`src/rtl/id_ex_pkg.sv`:
```
// Shared types for the ID/EX skid register: FSM state encoding and the
// EX/MEM/WB control bundle that gets zeroed on a bubble.
package id_ex_pkg;

  typedef enum logic [1:0] {
    EMPTY = 2'd0,
    FULL  = 2'd1,
    SKID  = 2'd2
  } state_e;

  // ctrl_t fixes the ALU-function width; keep it equal to the ALUFN_W
  // parameter of id_ex_skid_reg.
  localparam int CTRL_ALUFN_W = 1;

  typedef struct packed {
    logic                    alusrc;
    logic [CTRL_ALUFN_W-1:0] alufn;
    logic                    memwrite;
    logic                    memread;
    logic                    memtoreg;
  } ctrl_t;

  localparam int    CTRL_W      = $bits(ctrl_t);
  localparam ctrl_t BUBBLE_CTRL = '0;

endpackage

```
`src/rtl/pipe_skid_buf.sv`:
```
// Generic valid/ready pipeline stage with a one-entry skid buffer and
// synchronous flush; in_ready and out_valid decode straight from state flops.
//
// state | meaning
// EMPTY | nothing held, out_valid=0, in_ready=1
// FULL  | main holds the head entry, out_valid=1, in_ready=1
// SKID  | main holds head, skid holds the younger entry, in_ready=0
module pipe_skid_buf
  import id_ex_pkg::*;
#(
  parameter int PAYLOAD_W = 8
) (
  input  logic                 clk2,
  input  logic                 rst_n,
  input  logic                 flush,
  input  logic                 in_valid,
  output logic                 in_ready,
  input  logic [PAYLOAD_W-1:0] in_data,
  output logic                 out_valid,
  input  logic                 out_ready,
  output logic [PAYLOAD_W-1:0] out_data
);

  state_e               state_q, state_d;
  logic [PAYLOAD_W-1:0] main_q, main_d;
  logic [PAYLOAD_W-1:0] skid_q, skid_d;

  always_ff @(posedge clk2 or negedge rst_n) begin
    if (!rst_n) begin
      state_q <= EMPTY;
      main_q  <= '0;
      skid_q  <= '0;
    end else begin
      state_q <= state_d;
      main_q  <= main_d;
      skid_q  <= skid_d;
    end
  end

  always_comb begin
    state_d = state_q;
    main_d  = main_q;
    skid_d  = skid_q;
    if (flush) begin
      state_d = EMPTY;
      skid_d  = '0;
    end else begin
      unique case (state_q)
        EMPTY: begin
          if (in_valid) begin
            main_d  = in_data;
            state_d = FULL;
          end
        end
        FULL: begin
          if (in_valid && out_ready) begin
            main_d = in_data;
          end else if (out_ready) begin
            state_d = EMPTY;
          end else if (in_valid) begin
            skid_d  = in_data;
            state_d = SKID;
          end
        end
        SKID: begin
          // in_valid is ignored here: in_ready is low for the whole state
          if (out_ready) begin
            main_d  = skid_q;
            state_d = FULL;
          end
        end
        default: state_d = EMPTY;
      endcase
    end
  end

  assign in_ready  = (state_q != SKID);
  assign out_valid = (state_q != EMPTY);
  assign out_data  = main_q;

endmodule

```
`src/rtl/id_ex_skid_reg.sv`:
```
// ID/EX pipeline register with valid/ready skid buffering and flush.
// Define ID_EX_STATS_EN to add saturating stall_cnt / bubble_cnt outputs.
module id_ex_skid_reg
  import id_ex_pkg::*;
#(
  parameter int DATA_W  = 8,
  parameter int REG_W   = 8,
  parameter int ALUFN_W = 1
) (
  input  logic               clk2,
  input  logic               rst_n,
  input  logic               flush,
  input  logic               in_valid,
  output logic               in_ready,
  input  logic [DATA_W-1:0]  in_imm,
  input  logic [DATA_W-1:0]  in_a,
  input  logic [DATA_W-1:0]  in_b,
  input  logic [REG_W-1:0]   in_m1,
  input  logic [REG_W-1:0]   in_m2,
  input  logic               in_alusrc,
  input  logic               in_memwrite,
  input  logic               in_memread,
  input  logic               in_memtoreg,
  input  logic [ALUFN_W-1:0] in_alufn,
  output logic               out_valid,
  input  logic               out_ready,
  output logic [DATA_W-1:0]  out_imm,
  output logic [DATA_W-1:0]  out_a,
  output logic [DATA_W-1:0]  out_b,
  output logic [REG_W-1:0]   out_m1,
  output logic [REG_W-1:0]   out_m2,
  output logic               out_alusrc,
  output logic               out_memwrite,
  output logic               out_memread,
  output logic               out_memtoreg,
  output logic [ALUFN_W-1:0] out_alufn
`ifdef ID_EX_STATS_EN
  ,
  output logic [15:0]        stall_cnt,
  output logic [15:0]        bubble_cnt
`endif
);

  localparam int PAYLOAD_W = 3 * DATA_W + 2 * REG_W + CTRL_W;

  if (ALUFN_W != CTRL_ALUFN_W) begin : g_alufn_w_check
    $error("ALUFN_W must match id_ex_pkg::CTRL_ALUFN_W");
  end

  ctrl_t                in_ctrl, held_ctrl, out_ctrl;
  logic [PAYLOAD_W-1:0] in_payload, out_payload;

  always_comb begin
    in_ctrl          = BUBBLE_CTRL;
    in_ctrl.alusrc   = in_alusrc;
    in_ctrl.alufn    = in_alufn;
    in_ctrl.memwrite = in_memwrite;
    in_ctrl.memread  = in_memread;
    in_ctrl.memtoreg = in_memtoreg;
  end

  assign in_payload = {in_imm, in_a, in_b, in_m1, in_m2, in_ctrl};

  pipe_skid_buf #(
    .PAYLOAD_W(PAYLOAD_W)
  ) u_skid (
    .clk2     (clk2),
    .rst_n    (rst_n),
    .flush    (flush),
    .in_valid (in_valid),
    .in_ready (in_ready),
    .in_data  (in_payload),
    .out_valid(out_valid),
    .out_ready(out_ready),
    .out_data (out_payload)
  );

  assign {out_imm, out_a, out_b, out_m1, out_m2, held_ctrl} = out_payload;

  // Data fields keep their last value on a bubble; only controls are killed.
  assign out_ctrl     = out_valid ? held_ctrl : BUBBLE_CTRL;
  assign out_alusrc   = out_ctrl.alusrc;
  assign out_alufn    = out_ctrl.alufn;
  assign out_memwrite = out_ctrl.memwrite;
  assign out_memread  = out_ctrl.memread;
  assign out_memtoreg = out_ctrl.memtoreg;

`ifdef ID_EX_STATS_EN
  logic [15:0] stall_cnt_q, stall_cnt_d;
  logic [15:0] bubble_cnt_q, bubble_cnt_d;

  always_ff @(posedge clk2 or negedge rst_n) begin
    if (!rst_n) begin
      stall_cnt_q  <= '0;
      bubble_cnt_q <= '0;
    end else begin
      stall_cnt_q  <= stall_cnt_d;
      bubble_cnt_q <= bubble_cnt_d;
    end
  end

  always_comb begin
    stall_cnt_d  = stall_cnt_q;
    bubble_cnt_d = bubble_cnt_q;
    if (out_valid && !out_ready && (stall_cnt_q != 16'hFFFF)) begin
      stall_cnt_d = stall_cnt_q + 16'd1;
    end
    if (!out_valid && (bubble_cnt_q != 16'hFFFF)) begin
      bubble_cnt_d = bubble_cnt_q + 16'd1;
    end
  end

  assign stall_cnt  = stall_cnt_q;
  assign bubble_cnt = bubble_cnt_q;
`endif

endmodule

```
`config.mk`:
```
export PLATFORM = sky130hd
export DESIGN_NAME = id_ex_skid_reg
export DESIGN_NICKNAME = d
export VERILOG_FILES = /design/src/rtl/id_ex_pkg.sv /design/src/rtl/pipe_skid_buf.sv /design/src/rtl/id_ex_skid_reg.sv
export SDC_FILE = /design/constraint.sdc
export NUM_CORES = 1
export LEC_CHECK = 0
export ABC_AREA = 0
export ABC_CLOCK_PERIOD_IN_PS = 1500
export CORE_ASPECT_RATIO = 1.25
export CORE_MARGIN = 2
export CORE_UTILIZATION = 40
export CTS_CLUSTER_DIAMETER = 40
export DETAILED_ROUTE_END_ITERATION = 10
export HOLD_SLACK_MARGIN = 0.05
export MAX_ROUTING_LAYER = met4
export PLACE_DENSITY = 0.69
export SLEW_MARGIN = 25
export SYNTH_ARGS = -nofsm -noshare
export SYNTH_HDL_FRONTEND = slang
export SYNTH_HIERARCHICAL = 1
export SYNTH_SLANG_ARGS = --single-unit
export TNS_END_PERCENT = 100
```
`constraint.sdc`:
```
create_clock -name clk2 -period 1.5 [get_ports clk2]
set_input_delay 0.3 -clock clk2 [delete_from_list [all_inputs] [get_ports clk2]]
set_output_delay 0.3 -clock clk2 [all_outputs]
set_load 0.03 [all_outputs]
```
# Yosys cells after proc, flatten, opt, wreduce, memory -nomap -nowiden
# Index checks and enable logic that the tools add are counted.
# classes
n_bitwise	1
n_eq_ne	12
n_reduce_logical	9
muxes	16
# ops
op	n
$mux W45	7
$pmux W45 S3	1
$mux W2	6
$ne A2 B2 Y1 const B	5
$ne A3 B3 Y1 const B	3
$reduce_and A4 Y1	2
$pmux W2 S3	1
$reduce_bool A2 Y1	3
$mux W5	1
$reduce_and A5 Y1	1
$ne A4 B4 Y1 const B	1
$reduce_bool A3 Y1	1
$eq A2 B1 Y1 const B	1
$eq A2 B2 Y1 const B	1
$logic_not A2 Y1	1
$ne A2 B1 Y1 const B	1
$logic_and A1 B1 Y1	1
$not A1 Y1	1
# word_totals
regBits	92
out_inout_bits	47
inputBits	50

# Longest topological paths before layout
# logic_depth
word_depth	5
depth_mapped	8
depth_no_buf	5

# Cells and area by module
# Netlist, hierarchy kept.
# by_module_without_submodules
module	n_inst	cells_per_inst	area_each_um2
pipe_skid_buf	1	355	4012.6
id_ex_skid_reg	1	5	31.3

# Worst setup path after synthesis
# OpenSTA, ideal clock, no wires.
# synth_path
path_kind	reg-to-reg
start	register u_skid.state_q[0]
end	register u_skid.main_q[0] (netlist: u_skid/out_data[0])
required_ns	1.375
stages_incl_launch_ff	6
synth_period_minus_slack_ns	1.573
arrival_time_ns	1.448
n_path_buf	1
slack_ns	-0.073
cell_sequence	dfrtp_1 -> nand2b_4 -> nand3b_1 -> a21oi_4 -> buf_4 -> mux2_2
# synth_via
elab_chain_len	3
elab_cells_between_ends	9
classes_between	eq/ne (5); mux (1); reduce/logical (3)
# synth_lines
element	line_no	source
from (decl)	pipe_skid_buf.sv:24	state_e state_q, state_d;
from (signal assigned)	pipe_skid_buf.sv:34	state_q <= state_d;
$eq A2 B1 Y1 (tied with other cells)	pipe_skid_buf.sv:48	unique case (state_q)
$ne A2 B1 Y1 (no source line) (tied with other cells)	n/a	
$reduce_and A5 Y1 (no source line)	n/a	
to (signal assigned)	pipe_skid_buf.sv:35	main_q <= main_d;
to (decl)	pipe_skid_buf.sv:25	logic [PAYLOAD_W-1:0] main_q, main_d;
# Several ways; a longest one is shown, not always the timed one.
# A chain may end at the register's enable or synchronous reset.

# Worst setup path in the final report
# layout_path
start	register u_skid.state_q[0]
end	register u_skid.main_q[6] (netlist: u_skid/out_data[6])
# Same word-level chain as after synthesis.

==> out/metrics.yaml <==
cts-root-buf: "clkbuf_16"
die-area_sq_mm: 0.0109
synth_seq_cells: 92
clk_pin_slew_worst_paths_ns: 0.06
crit_type: "reg2reg"
critPathLaunchType: "flip-flop"
gp_congestion: 0.755
fin_crit_ns: 1.80
drt_iter0_markers: 186
grt_pass1_wl_mm: 18.2
final-hold-violation-count: 0
critPathBufInv: 4
register_area_sq_mm: 0.00230
setup_violations: 98
max_freq_mhz: 557
std_cell_rows: 41
portBuffers: 96
initial_core_util_pct: 40.6
power_density_mw_per_mm2: 1190
cts.sinks: 92
power_leakage_nw: 3.12
final_area_sq_mm: 0.00630
synthTopCellsByArea: "dfrtp_1 57%, nand2_1 13%, mux2_2 11%, a22o_1 9.7%, buf_6 2.8%"
dpl_cell_area_sq_mm: 0.00529
syn_avg_cell_area_sq_um: 11.2
grt_start_max_net_pins: 53
wl_per_cell_microns: 18.7
worstSkewPairLatency_ns: 0.34
grt_pass1_vias: 3361
syn-num-nets: 410
vias: 3304
worstSetupEndpointType: "flip-flop"
antenna_found_initial: 0
yosysUniqueCellTypes: 23
drc: 0
rsz0062_at_grt: "yes"
die_w_microns: 93.9
ff2ff_path_depth: 8
critPathMaxFanout: 7
wl_mm: 11.9
status: "finished with violations"
path_delay_family: "buffers and inverters"
relSlewSlack_pct: 64.9
crit_slowest_cell: "dfrtp_1"
diodes: 0
max-cap-violations: 0
grt-ovfl-total: 0
synth.most_common_cell: "nand2_1"
skew_ns: 0.00646
r2r_setup_slack_ns: -0.30
drv_slew: 0
timing.rr.end: "u_skid/out_data[6]"
required_ns: 1.72
async_flop_share_pct: 100
synthCells: 360
regToRegStartpoint: "u_skid/state_q[0]"
cts_tree: "built"
crit_path_cell_trace: "buf_6 > nand2b_4 > buf_6 > nand3b_1 > a21oi_4 > buf_12 > clkbuf_16 > mux2_4"
period_share_pct: 120
cts-htree-levels: 3
min_path_type: "in2async"
path_common_cell: "buf_6"
total_power_mw: 7.46
cp_num_cells: 8
ant_nets: 0
multi_input_area_sq_mm: 0.00179
worst_slew_pin_slew_ns: 0.526
layout-drive-gt1-share_pct: 27.4
violations: "negative setup slack"
cts_buffers: 9
via_per_inst: 5.22
cts_buffer_depth: 2
critical-path-max-stage-delay_ns: 0.42
yosysWarnings: 6
dieHeight_microns: 116
synthesis.area_sq_mm: 0.00404
ir_drop_mv: 0.575
area_growth_pct: 55.7
hpwl_mm: 6.05
ys.flop_type: "dfrtp_1"
worstPathArrival_ns: 2.02
core_area_sq_mm: 0.00995
synth_common_cells: "136 x nand2_1, 92 x dfrtp_1, 45 x a22o_1"
ios: 97
yosysSeqAreaShare_pct: 56.9
n_fill_cell: 766
nets: 549
synth_edf_count: 0
grt_usage_pct: 22.7
synth.largest_area_cell: "dfrtp_1"
first_pass_iters: 4
synth_top_area_share_pct: 56.9
setup_ws_ns: -0.296
## state kept, by name, summed over array words and instances (netlist names)
name	count
u_skid/out_data	45
u_skid/skid_q	45
u_skid/state_q	2
## cells by family after synthesis
logic type / Yosys count / share of synthesized area [%]
AO/OA/AOI/OAI: 47 / 10.3
flip-flops: 92 / 56.9
multiplexers: 45 / 12.8
buffers and inverters: 24 / 4.61
AND/OR/NAND/NOR: 151 / 15.2
XOR/XNOR: 1 / 0.217
## layout by cell type (no fill, tap or decap), drive strengths merged, types with 2 or more instances in the layout
master,netlist,layout
a22o,45,45
and2,5,5
buf,19,55
bufinv,0,3
clkbuf,4,13
clkdlybuf4s50,0,47
clkinv,0,3
dfrtp,92,92
dlygate4sd2,0,40
mux2,45,45
nand2,136,136
nor2,1,4
nor2b,3,3
or2,2,2
## per-stage QoR
stage | std cells | setup TNS (ns) | utilization, % | hold slack (ns) | worst slack, ns
final | 633 | -23.92 | 63.3 | 0.491 | -0.296
after global routing | 633 | -30.26 | 63.3 | 0.503 | -0.358
after CTS | 632 | -21.34 | 62.0 | 0.498 | -0.281
after detailed placement | 584 | -61.80 | 53.1 | 0.299 | -0.767
after global placement | 584 | -60.89 | 53.1 | 0.297 | -0.740
after floorplan | 360 | -1.44 | - | 0.00441 | -0.0392
## how the worst max path moves through the flow
stage	from	slack, ns	end
after floorplan	u_skid/state_q[0]	-0.04	u_skid/out_data[0]
after global placement	out_ready	-0.74	u_skid/skid_q[11]
after detailed placement	out_ready	-0.77	u_skid/skid_q[4]
after CTS	u_skid/state_q[0]	-0.28	in_ready
after global routing	u_skid/state_q[0]	-0.36	u_skid/out_data[26]
final	u_skid/state_q[0]	-0.30	u_skid/out_data[6]
## layout make-up
cell class / count / area share (%)
tap: 129 / 2.56
clock inverter: 6 / 1.79
multi-input combinational: 247 / 28.4
timing repair buffer: 148 / 26.9
inverter: 1 / 0.179
sequential: 92 / 36.6
clock buffer: 10 / 3.64
## where the power goes
group / total [mW] / switching [mW] / internal [mW]
clock: 2.60 / 0.971 / 1.63
sequential: 2.92 / 0.160 / 2.76
combinational: 1.94 / 0.991 / 0.945
total: 7.46 / 2.12 / 5.34
## routing by layer
| layer | vias to the layer above | GRT usage [%] | part of all wire [%] |
|---|---|---|---|
| li1 | 1499 | - | - |
| met1 | 1669 | 28.0 | 43 |
| met2 | 115 | 37.2 | 50 |
| met3 | 21 | 4.97 | 5.3 |
| met4 | 0 | 7.54 | 1.7 |
| met5 | - | - | 0 |
## timing repair
item,4_1_cts,5_1_grt
hold buffers,1,0
pin swaps,14,9
cloned,10,2
setup endpoints to repair,138,98
gates resized for setup,109,46
setup buffers,21,2
endpoints found under the hold margin,92,0
## worst register-to-register path, stage by stage, from the launching register on
cell and delay, ns:
dfrtp_1 0.42, buf_6 0.14, nand2b_4 0.06, buf_6 0.09
nand3b_1 0.12, a21oi_4 0.22, buf_12 0.16, clkbuf_16 0.17
mux2_4 0.30
(Power assumes the default switching activity.)
